File: src/rtl/cpu_pkg.sv
// Shared definitions for the CPU pipeline.
//   RESET_PC_DEF  : default PC loaded on reset
//   HLT_OPC_DEF   : default opcode (instr[15:12]) that halts fetch
//   NOP_INSTR     : bubble / NOP instruction encoding
//   fetch_state_e : fetch-stage FSM encoding
//   ifid_t        : IF/ID pipeline register contents, IFID_BUBBLE its empty value
package cpu_pkg;

  localparam logic [15:0] RESET_PC_DEF = 16'h0000;
  localparam logic [3:0]  HLT_OPC_DEF  = 4'hF;
  localparam logic [15:0] NOP_INSTR    = 16'h0000;

  typedef enum logic {
    StRun  = 1'b0,
    StHalt = 1'b1
  } fetch_state_e;

  typedef struct packed {
    logic [15:0] instr;
    logic [15:0] pc;
    logic [15:0] pc_plus2;
    logic        valid;
  } ifid_t;

  localparam ifid_t IFID_BUBBLE = '{instr: NOP_INSTR, pc: 16'h0000, pc_plus2: 16'h0000,
                                    valid: 1'b0};

endpackage

File: src/rtl/cla_16.sv
// 16-bit carry-lookahead adder built from four 4-bit lookahead groups with a
// second-level lookahead across groups. The sum wraps modulo 2^16; no carry-out.
//   a, b : operands
//   cin  : carry in
//   sum  : a + b + cin (low 16 bits)
module cla_16 (
  input  logic [15:0] a,
  input  logic [15:0] b,
  input  logic        cin,
  output logic [15:0] sum
);

  logic [15:0] p;
  // Bit 15 generate only feeds the discarded carry-out, so it is not formed.
  logic [14:0] g;
  logic [15:0] c;
  logic [2:0]  grp_g;
  logic [2:0]  grp_p;
  logic [3:0]  grp_c;

  assign p = a ^ b;
  assign g = a[14:0] & b[14:0];

  for (genvar k = 0; k < 3; k++) begin : g_grp_gp
    assign grp_g[k] = g[4*k+3]
                    | (p[4*k+3] & g[4*k+2])
                    | (p[4*k+3] & p[4*k+2] & g[4*k+1])
                    | (p[4*k+3] & p[4*k+2] & p[4*k+1] & g[4*k]);
    assign grp_p[k] = &p[4*k+3:4*k];
  end

  assign grp_c[0] = cin;
  assign grp_c[1] = grp_g[0] | (grp_p[0] & cin);
  assign grp_c[2] = grp_g[1] | (grp_p[1] & grp_g[0]) | (grp_p[1] & grp_p[0] & cin);
  assign grp_c[3] = grp_g[2] | (grp_p[2] & grp_g[1]) | (grp_p[2] & grp_p[1] & grp_g[0])
                  | (grp_p[2] & grp_p[1] & grp_p[0] & cin);

  for (genvar k = 0; k < 4; k++) begin : g_bit_c
    assign c[4*k]   = grp_c[k];
    assign c[4*k+1] = g[4*k] | (p[4*k] & grp_c[k]);
    assign c[4*k+2] = g[4*k+1] | (p[4*k+1] & g[4*k]) | (p[4*k+1] & p[4*k] & grp_c[k]);
    assign c[4*k+3] = g[4*k+2] | (p[4*k+2] & g[4*k+1]) | (p[4*k+2] & p[4*k+1] & g[4*k])
                    | (p[4*k+2] & p[4*k+1] & p[4*k] & grp_c[k]);
  end

  assign sum = p ^ c;

endmodule

File: src/rtl/fetch_stage.sv
// Instruction-fetch stage: holds the PC, addresses instruction memory, computes
// PC+2 and registers the fetched word into the IF/ID pipeline register.
// Redirects from ID take priority over stalls; fetching a HLT freezes fetch
// until reset.
//   clk, rst_n     : clock, asynchronous active-low reset
//   stall          : hold PC and IF/ID
//   redirect       : load redirect_pc, squash the instruction in IF
//   redirect_pc    : redirect target (bit 0 forced to 0)
//   imem_addr      : instruction address (= PC)
//   imem_data      : instruction word at imem_addr
//   ifid_instr/pc/pc_plus2/valid : IF/ID register outputs
//   halted         : fetch frozen by HLT
module fetch_stage
  import cpu_pkg::*;
#(
  parameter logic [15:0] RESET_PC = RESET_PC_DEF,
  parameter logic [3:0]  HLT_OPC  = HLT_OPC_DEF
) (
  input  logic        clk,
  input  logic        rst_n,
  input  logic        stall,
  input  logic        redirect,
  input  logic [15:0] redirect_pc,
  output logic [15:0] imem_addr,
  input  logic [15:0] imem_data,
  output logic [15:0] ifid_instr,
  output logic [15:0] ifid_pc,
  output logic [15:0] ifid_pc_plus2,
  output logic        ifid_valid,
  output logic        halted
);

  fetch_state_e state_q, state_d;
  logic [15:0]  pc_q, pc_d;
  logic [15:0]  pc_plus2;
  ifid_t        ifid_q, ifid_d;

  cla_16 u_pc_adder (
    .a   (pc_q),
    .b   (16'h0002),
    .cin (1'b0),
    .sum (pc_plus2)
  );

  always_ff @(posedge clk or negedge rst_n) begin
    if (!rst_n) begin
      state_q <= StRun;
      pc_q    <= RESET_PC;
      ifid_q  <= IFID_BUBBLE;
    end else begin
      state_q <= state_d;
      pc_q    <= pc_d;
      ifid_q  <= ifid_d;
    end
  end

  always_comb begin
    state_d = state_q;
    pc_d    = pc_q;
    ifid_d  = ifid_q;
    unique case (state_q)
      StRun: begin
        if (redirect) begin
          // Masking keeps the PC halfword-aligned.
          pc_d   = redirect_pc & 16'hFFFE;
          ifid_d = IFID_BUBBLE;
        end else if (!stall) begin
          ifid_d = '{instr: imem_data, pc: pc_q, pc_plus2: pc_plus2, valid: 1'b1};
          if (imem_data[15:12] == HLT_OPC) begin
            state_d = StHalt;
          end else begin
            pc_d = pc_plus2;
          end
        end
      end
      StHalt: begin
        // Redirects are ignored: nothing older than the HLT remains to redirect.
        if (!stall) ifid_d = IFID_BUBBLE;
      end
      default: state_d = StRun;
    endcase
  end

  assign imem_addr     = pc_q;
  assign ifid_instr    = ifid_q.instr;
  assign ifid_pc       = ifid_q.pc;
  assign ifid_pc_plus2 = ifid_q.pc_plus2;
  assign ifid_valid    = ifid_q.valid;
  assign halted        = (state_q == StHalt);

endmodule

File: config.mk
export PLATFORM = sky130hd
export DESIGN_NAME = fetch_stage
export DESIGN_NICKNAME = d
export VERILOG_FILES = /design/src/rtl/cpu_pkg.sv /design/src/rtl/cla_16.sv /design/src/rtl/fetch_stage.sv
export SDC_FILE = /design/constraint.sdc
export NUM_CORES = 1
export LEC_CHECK = 0
export ABC_AREA = 1
export BUFFER_PORTS_ARGS = -buffer_cell sky130_fd_sc_hd__buf_2
export CORE_MARGIN = 1
export CORE_UTILIZATION = 25
export DETAILED_ROUTE_END_ITERATION = 10
export GPL_TIMING_DRIVEN = 0
export MAX_ROUTING_LAYER = met4
export PLACE_DENSITY = 0.47
export SYNTH_ARGS = -nofsm -noshare
export SYNTH_HDL_FRONTEND = slang
export SYNTH_HIERARCHICAL = 1
export SYNTH_SLANG_ARGS = --single-unit
File: constraint.sdc
create_clock -name clk -period 2.5 [get_ports clk]
set_clock_uncertainty 0.05 [all_clocks]
set_input_delay 0.5 -clock clk [delete_from_list [all_inputs] [get_ports clk]]
set_output_delay 0.5 -clock clk [all_outputs]
set_load 0.005 [all_outputs]
**Word level (Yosys, flattened, before mapping)**

Cells that the tools add are included.

- Equal/unequal tests: 5
- Mux-type cells: 11
- Bitwise gates (word level): 27
- Reduce and logical (&&, ||, !) cells: 4

Operators by type and width:

| operator | count |
|---|---|
| two-way mux 49 bit | 3 |
| case mux 49 bit (2 select lines) | 1 |
| two-way mux 16 bit | 3 |
| AND 1 bit | 24 |
| XOR 16 bit | 1 |
| AND reduction 4 bit | 2 |
| == test 4 bit (second input constant) | 1 |
| two-way mux 1 bit | 4 |
| inequality test 2 bit (second input constant) | 2 |
| inequality test 3 bit (second input constant) | 1 |
| AND reduction 3 bit | 1 |
| inequality test 2 x 1 -> 1 bit (second input constant) | 1 |
| NOT 1 bit | 2 |
| AND reduction 2 bit | 1 |

- Flip-flop bits (word level): 66
- Word-level logic and storage cells: 53

**Logic depth before layout (Yosys ltp)**

Gate-level depths: netlist of the first run.

- Depth after elaboration: 8
- Mapped depth: 17

**By module**

Netlist of the first run, hierarchy kept.

Modules (own cells, without submodules):

| module | times used | cells an instance | area each (um2) | seq. area each (um2) |
|---|---|---|---|---|
| fetch_stage | 1 | 330 | 2909.0 | 1651.6 |
| cla_16 | 1 | 120 | 754.5 | 0.0 |

**Least setup slack after synthesis of the first run**

Ideal clock, no wire load.

- Path type: flip-flop to flip-flop
- Start: reg pc_q[1], in the netlist imem_addr[1]
- End: reg pc_q[13], in the netlist imem_addr[13]
- Library setup time: 0.065 ns
- Arrival: 2.025 ns
- Required time: 2.385 ns
- Setup slack: 0.360 ns
- Cell stages (with the launch flop): 13
- Buffers on the path: 0
- Clock period less this slack: 2.140 ns
- Cells stage by stage: dfrtp_1 ha_1 or2_0 nand3b_1 nand2_2 nand2_1 nand2_2 fa_1 xor2_1 inv_1 o21ai_0 nand3_1 nand2_1

- Longest elaborated chain between the ends: 7

RTL lines:

| element | RTL line | text |
|---|---|---|
| start: declaration | fetch_stage.sv:34 | `logic [15:0] pc_q, pc_d;` |
| start signal: assignment | fetch_stage.sv:52 | `pc_q <= pc_d;` |
| AND 1 bit | cla_16.sv:27 | `\| (p[4*k+3] & p[4*k+2] & g[4*k+1])` |
| AND 1 bit | cla_16.sv:35 | `assign grp_c[3] = grp_g[2] \| (grp_p[2] & grp_g[1]) \| (grp_p[2] & grp_p[1] & grp_g[0])` |
| AND 1 bit | cla_16.sv:40 | `assign c[4*k+1] = g[4*k] \| (p[4*k] & grp_c[k]);` |
| XOR 16 bit | cla_16.sv:46 | `assign sum = p ^ c;` |
| via pc_plus2[13] | fetch_stage.sv:35 | `logic [15:0] pc_plus2;` |
| two-way mux 16 bit | fetch_stage.sv:69 | `if (imem_data[15:12] == HLT_OPC) begin` |
| two-way mux 16 bit | fetch_stage.sv:67 | `end else if (!stall) begin` |
| two-way mux 16 bit | fetch_stage.sv:63 | `if (redirect) begin` |

The timed path passes the listed nets, and every way through them passes these cells. The select of a mux whose other input is x is not followed.
A chain may end at the register's enable or synchronous reset.

**Final worst setup path of the first run**

- Start: reg pc_q[1], in the netlist imem_addr[1]
- End: reg pc_q[9], in the netlist imem_addr[9]

- Longest elaborated chain between the ends: 7

RTL lines:

| element | RTL line | text |
|---|---|---|
| AND 1 bit | cla_16.sv:27 |  |
| AND 1 bit | cla_16.sv:34 | `assign grp_c[2] = grp_g[1] \| (grp_p[1] & grp_g[0]) \| (grp_p[1] & grp_p[0] & cin);` |
| AND 1 bit | cla_16.sv:40 |  |
| XOR 16 bit | cla_16.sv:46 |  |
| via pc_plus2[9] | fetch_stage.sv:35 |  |
| two-way mux 16 bit | fetch_stage.sv:69 |  |
| two-way mux 16 bit | fetch_stage.sv:67 |  |
| two-way mux 16 bit | fetch_stage.sv:63 |  |

The timed path passes the listed nets, and every way through them passes these cells. The select of a mux whose other input is x is not followed.

==> summary.txt, run 1 <==
Mapped Cells - 450
worst min path class - in2async
post-layout power - 2540 uW
Residual DRC - 0
Multi-input gate area - 1790 um2
GRT Total Usage - 15.7%
Register Area - 1650 um2
layout cells sized above 1 - 27.3%
FILL cells - 1501
syn avg cell area - 8.14 um2
Post-DP HPWL - 7.96 mm
Tmin final - 2.33 ns
synth top area cells - dfrtp_1 (45%), nand2_1 (15%), nand3_1 (10%)
Worst Path Max Fanout - 5
Area Growth Syn to Fin - 30.7%
# diodes - 0
routability cong. - 0.865
vias in the first global route - 3292
register bit count reported by yosys - 66
final number of setup-violating endpoints - 0
Root Buffer - clkbuf_16
max_cap viols - 0
commonest non-fill, non-tap cells in the layout - nand2_1 (144), buf_2 (103), nand3_1 (75), dfrtp_1 (65), inv_1 (41)
Starting Density - 26.0%
Vias/cell - 4.39
Max Buffers Root-to-Sink - 2
Synth top area share - 45.1%
Crit Path Class - reg2reg
Hold WS - 0.247 ns
final WL - 11.0 mm
Placement Setup Slack - 0.102 ns
Post-Syn Area - 3660 um2
port bufs - 98
final antenna-violating net count - 0
CP arrival - 2.55 ns
fin worst setup slack - 0.171 ns
most common cell after layout, fill and taps aside - nand2_1
crit path capture type - flop
fin nets - 637
DRT Pass-1 Iters - 4
CP peak stage delay - 0.44 ns
startpoint types - flop
relative slew slack - 41.6%
DR WL/cell - 14.3 um
peak supply drop - 310 uV
vias - 3364
worst path bufs/invs - 2
die height - 123 um
Max Clk Rate - 429 MHz
Die ar. - 15100 um2
Initial DRC Count - 179
slew of the pin with the lowest slew margin - 0.877 ns
clk sink count - 66
status - finished, final reports clean
largest net degree at the start of global routing - 67
Leak - 0.00285 uW
YS warnings - 6
CTS tree - done
row count - 43
Final Hold Viols - 0
crit path max-delay cell type - dfrtp_2
Worst Setup SP - imem_addr[1]
Num CTS Buffers - 9
Final Slew Violations - 0
Req. time, crit path - 2.72 ns
worst r2r src - imem_addr[1]
total gr overflow - 0
Cell Chain, Critical Path - ha_1 -> or2_1 -> nand3b_1 -> nand2_2 -> nand2_1 -> nand2_2 -> inv_1 -> fa_1 -> xnor2_1 -> inv_1 -> o21ai_1 -> nand3_1 -> nand2_1
CTS H-tree lvls - 3
cell family with most CP delay - adder cells
clock latency on the worst-skew pair - 0.33 ns
count of hold-fix buffers inserted at cts - 0
first-pass GRT wire length - 17.2 mm
fin crit share - 93.1%
top-level I/O count - 102
core area - 14100 um2
die width - 123 um
clock slew at the register clock pins of the worst setup and hold paths - 0.06 ns
post-synth cell types - 34
cell area power density - 531 nW/um2
top cell type by total area after synthesis - dfrtp_1
sequential area share after synthesis - 45.1%
initial antenna violation count - 0
-- what timing repair did --
item / 4_1_cts / 5_1_grt
setup buffers: 0 / 3
resized for setup: 0 / 5
endpoints found under the setup margin: 0 / 3
-- metal layers --
metal,global-route usage [%],wire [um]
met5,-,0
met2,24.5,5100
met1,20.5,5140
met4,4.29,103
met3,3.32,651
-- registers in the layout, indices dropped and copies added (netlist names) --
name,flops
ifid_pc,16
ifid_instr,16
ifid_pc_plus2,16
halted,1
imem_addr,16
ifid_valid,1
-- final cells by class --
cell class                      instances  share of cell area [%]
Buffer                                 22                    2.74
Inverter                               45                    3.53
Clock inverter                          6                    1.38
Clock buffer                           10                    4.99
Multi-Input combinational cell        337                    37.4
Sequential cell                        66                    34.5
Tap cell                              180                    4.70
Timing Repair Buffer                  101                    10.8
-- synth_stat cells --
cell	count
nand2_1	144
nand2_2	5
dfrtp_1	66
nand2_4	4
inv_1	41
ha_1	15
nor2_8	1
a21oi_1	5
buf_4	5
inv_2	4
o21ai_4	1
o21bai_1	1
xor2_1	5
and2_1	1
nor3_1	1
nor2_2	1
a21oi_2	1
and3_2	1
nand3b_1	1
nand3_1	75
or2_0	1
nor2_1	9
o21ai_2	9
a31oi_1	1
clkbuf_1	5
buf_6	3
conb_1	2
buf_1	3
o21ai_0	23
a221oi_1	1
fa_1	4
xnor2_1	3
a21o_1	2
buf_2	6
-- metrics by stage --
step	TNS [ns]	utilization [%]	instance area, um2	cells
floorplan	0	-	3740	470
global placement	0	31.6	4450	748
detailed placement	0	31.6	4460	748
CTS	0	33.8	4760	764
global route	-0.00436	34.0	4790	767
finish	0	34.0	4790	767
-- cell families (layout without fill, tap and decap cells) --
kind of cell	Yosys count	in the layout	share of synthesized area (%)
DFF	66	66	45.1
AOI/OAI and AO/OA	44	44	7.68
xor gates and xnor gates	8	8	1.91
buffers and inverters	67	184	8.20
other	2	22	0.205
and+or+nand+nor	244	244	29.6
adders and majority gates	19	19	7.31
-- power by group --
group / internal [uW] / switching (uW)
registers: 1070 / 0
clock network: 799 / 503
logic: 56.7 / 116
total: 1920 / 618
-- final timing paths --
check	cells past startpoint	endpoint	slack (ns)
setup / recovery	13	imem_addr[9]	0.17
hold / removal	1	ifid_pc_plus2[13]	0.25
setup reg to reg	13	imem_addr[9]	0.17
hold reg to reg	2	ifid_pc_plus2[0]	0.46
max in group asynchronous	1	imem_addr[1]	1.54
min in group clk	3	ifid_instr[1]	0.31
Note: power is estimated with default switching activity, not from simulation.
==> inputs of run 2 (changes only) <==
--- a/config.mk
+++ b/config.mk
@@ -6,13 +6,14 @@
 export NUM_CORES = 1
 export LEC_CHECK = 0
 export ABC_AREA = 1
-export BUFFER_PORTS_ARGS = -buffer_cell sky130_fd_sc_hd__buf_2
 export CORE_MARGIN = 1
 export CORE_UTILIZATION = 25
 export DETAILED_ROUTE_END_ITERATION = 10
+export DONT_BUFFER_PORTS = 1
 export GPL_TIMING_DRIVEN = 0
 export MAX_ROUTING_LAYER = met4
-export PLACE_DENSITY = 0.47
+export PLACE_DENSITY = 0.41
+export RECOVER_POWER = 100
 export SYNTH_ARGS = -nofsm -noshare
 export SYNTH_HDL_FRONTEND = slang
 export SYNTH_HIERARCHICAL = 1
==> summary.txt, run 2 (same netlist as run 1, synthesis figures left out) <==
vias - 3027 (-10%)
top-level I/O count - 102 (unchanged)
Crit Path Class - reg2reg
Num CTS Buffers - 9 (unchanged)
worst r2r src - imem_addr[1]
Root Buffer - clkbuf_16
worst path bufs/invs - 2 (unchanged)
# diodes - 0 (unchanged)
CTS tree - done
crit path max-delay cell type - dfrtp_2
fin nets - 539 (-15%)
die height - 123 um (unchanged)
setup tns final - 0 ns (unchanged)
GRT Total Usage - 15.3% (-0.35 points)
clock slew at the register clock pins of the worst setup and hold paths - 0.06 ns (about the same)
Max Clk Rate - 425 MHz (-0.96%)
Area Growth Syn to Fin - 16.9%
Tmin final - 2.35 ns (+0.0227 ns)
peak supply drop - 307 uV (-0.91%)
commonest non-fill, non-tap cells in the layout - nand2_1 (144), nand3_1 (75), dfrtp_1 (64), inv_1 (41)
Vias/cell - 4.52 (+3.2%)
port bufs - 0 (-100%)
Req. time, crit path - 2.72 ns (about the same)
Starting Density - 26.0% (unchanged)
initial antenna violation count - 0 (unchanged)
Final Slew Violations - 67 (+67)
crit path capture type - flop
slew of the pin with the lowest slew margin - 1.74 ns (+0.865 ns)
worst min path class - in2reg
vias in the first global route - 2954 (-10%)
Residual DRC - 0 (unchanged)
row count - 43 (unchanged)
failing checks - max-capacitance violations, max-slew violations
Max Buffers Root-to-Sink - 2 (unchanged)
Final Hold Viols - 0 (unchanged)
final antenna-violating net count - 0 (unchanged)
CTS H-tree lvls - 3 (unchanged)
post-layout power - 2480 uW (-2.5%)
Worst R2R Path Depth - 13 (unchanged)
DRT Pass-1 Iters - 4 (unchanged)
relative slew slack - -16.1% (-58 points)
Post-DP HPWL - 7.86 mm (-1.2%)
hold path depth - 2
hold wc startpoint - imem_data[7]
cell family with most CP delay - adder cells
R2R Setup Slk - 0.15 ns (-0.02 ns)
first-pass GRT wire length - 16.3 mm (-5.1%)
Leak - 0.00234 uW (-18%)
Worst Path Max Fanout - 5 (unchanged)
clock latency on the worst-skew pair - 0.33 ns (about the same)
fin worst setup slack - 0.149 ns (-0.0227 ns)
most common cell after layout, fill and taps aside - nand2_1
final number of setup-violating endpoints - 0 (unchanged)
largest net degree at the start of global routing - 67 (unchanged)
layout cells sized above 1 - 12.3% (-15 points)
Die ar. - 15100 um2 (unchanged)
core area - 14100 um2 (unchanged)
Initial DRC Count - 185 (+3.4%)
status - finished, violations left
max_cap viols - 1 (+1)
CP peak stage delay - 0.46 ns (+0.02 ns)
DR WL/cell - 16.1 um (+12%)
hold-critical path endpoint - ifid_instr[7]
fin crit share - 94.1% (+0.91 points)
cell area power density - 579 nW/um2 (+9.1%)
Cell Chain, Critical Path - ha_4 -> or2_1 -> nand3b_1 -> nand2_2 -> nand2_1 -> nand2_2 -> inv_1 -> fa_1 -> xnor2_1 -> inv_1 -> o21ai_1 -> nand3_1 -> nand2_1
die width - 123 um (unchanged)
CP arrival - 2.57 ns (+0.02 ns)
total gr overflow - 0 (unchanged)
routability cong. - 0.777 (-10%)
Worst R2R End - imem_addr[9]
FILL cells - 1520 (+1.3%)
Placement Setup Slack - 0.0373 ns (-0.0648 ns)
final WL - 10.7 mm (-2.2%)
startpoint types - flop
clk sink count - 66 (unchanged)
-- run 2: repair_timing --
| action | 4_1_cts | 5_1_grt |
|---|---|---|
| resized for setup | 0 | 6 |
| endpoints found under the setup margin | 0 | 4 |
| hold buffers | 1 | 0 |
| setup buffers | 0 | 2 |
| endpoints found under the hold margin | 66 | 0 |
-- run 2: worst max-delay path by stage --
stage                             from            end  cells after the start
after global placement    imem_addr[1]  imem_addr[13]                     12
final                     imem_addr[1]   imem_addr[9]                     13
after CTS                 imem_addr[1]   imem_addr[9]                     13
after global routing      imem_addr[1]   imem_addr[9]                     13
after floorplan           imem_addr[1]  imem_addr[13]                     12
after detailed placement  imem_addr[1]  imem_addr[13]                     12
-- run 2: stage by stage --
step	instances	cell area [um2]	hold WS, ns	utilization (%)
floorplan	470	3740	0.154	-
global placement	650	3960	0.156	28.1
detailed placement	650	3960	0.156	28.1
CTS	667	4290	0.0109	30.4
global route	669	4280	0.221	30.4
finish	669	4280	0.230	30.4
-- run 2: worst reg2reg max path, stage by stage (launching register included) --
cell,delay (ns)
dfrtp_2,0.46
ha_4,0.29
or2_1,0.12
nand3b_1,0.10
nand2_2,0.14
nand2_1,0.08
nand2_2,0.08
inv_1,0.06
fa_1,0.39
xnor2_1,0.15
inv_1,0.09
o21ai_1,0.15
nand3_1,0.09
nand2_1,0.07
-- run 2: power by group --
group / leakage [uW] / total [uW] / switching [uW] / internal, uW
Clock: 0.000143 / 1270 / 466 / 800
Sequential: 0.000914 / 1070 / 0 / 1070
Combinational: 0.00128 / 145 / 105 / 39.8
Total: 0.00234 / 2480 / 571 / 1910
-- run 2: area by class of cell --
cell class	count	area (um2)	area share, %
buffer	22	130	3.04
clock buffer	12	246	5.76
clock inverter	4	51.3	1.20
inverter	45	169	3.95
multi-input combinational	337	1790	41.7
sequential	66	1650	38.6
tap	180	225	5.26
timing repair buffer	3	20.0	0.468
-- run 2: per-layer routing --
| layer | vias up | wire, um | track usage [%] |
|---|---|---|---|
| met3 | 9 | 829 | 4.61 |
| met4 | 0 | 157 | 5.65 |
| li1 | 1489 | - | - |
| met2 | 82 | 5070 | 24.7 |
| met1 | 1447 | 4690 | 18.0 |
| met5 | - | 0 | - |
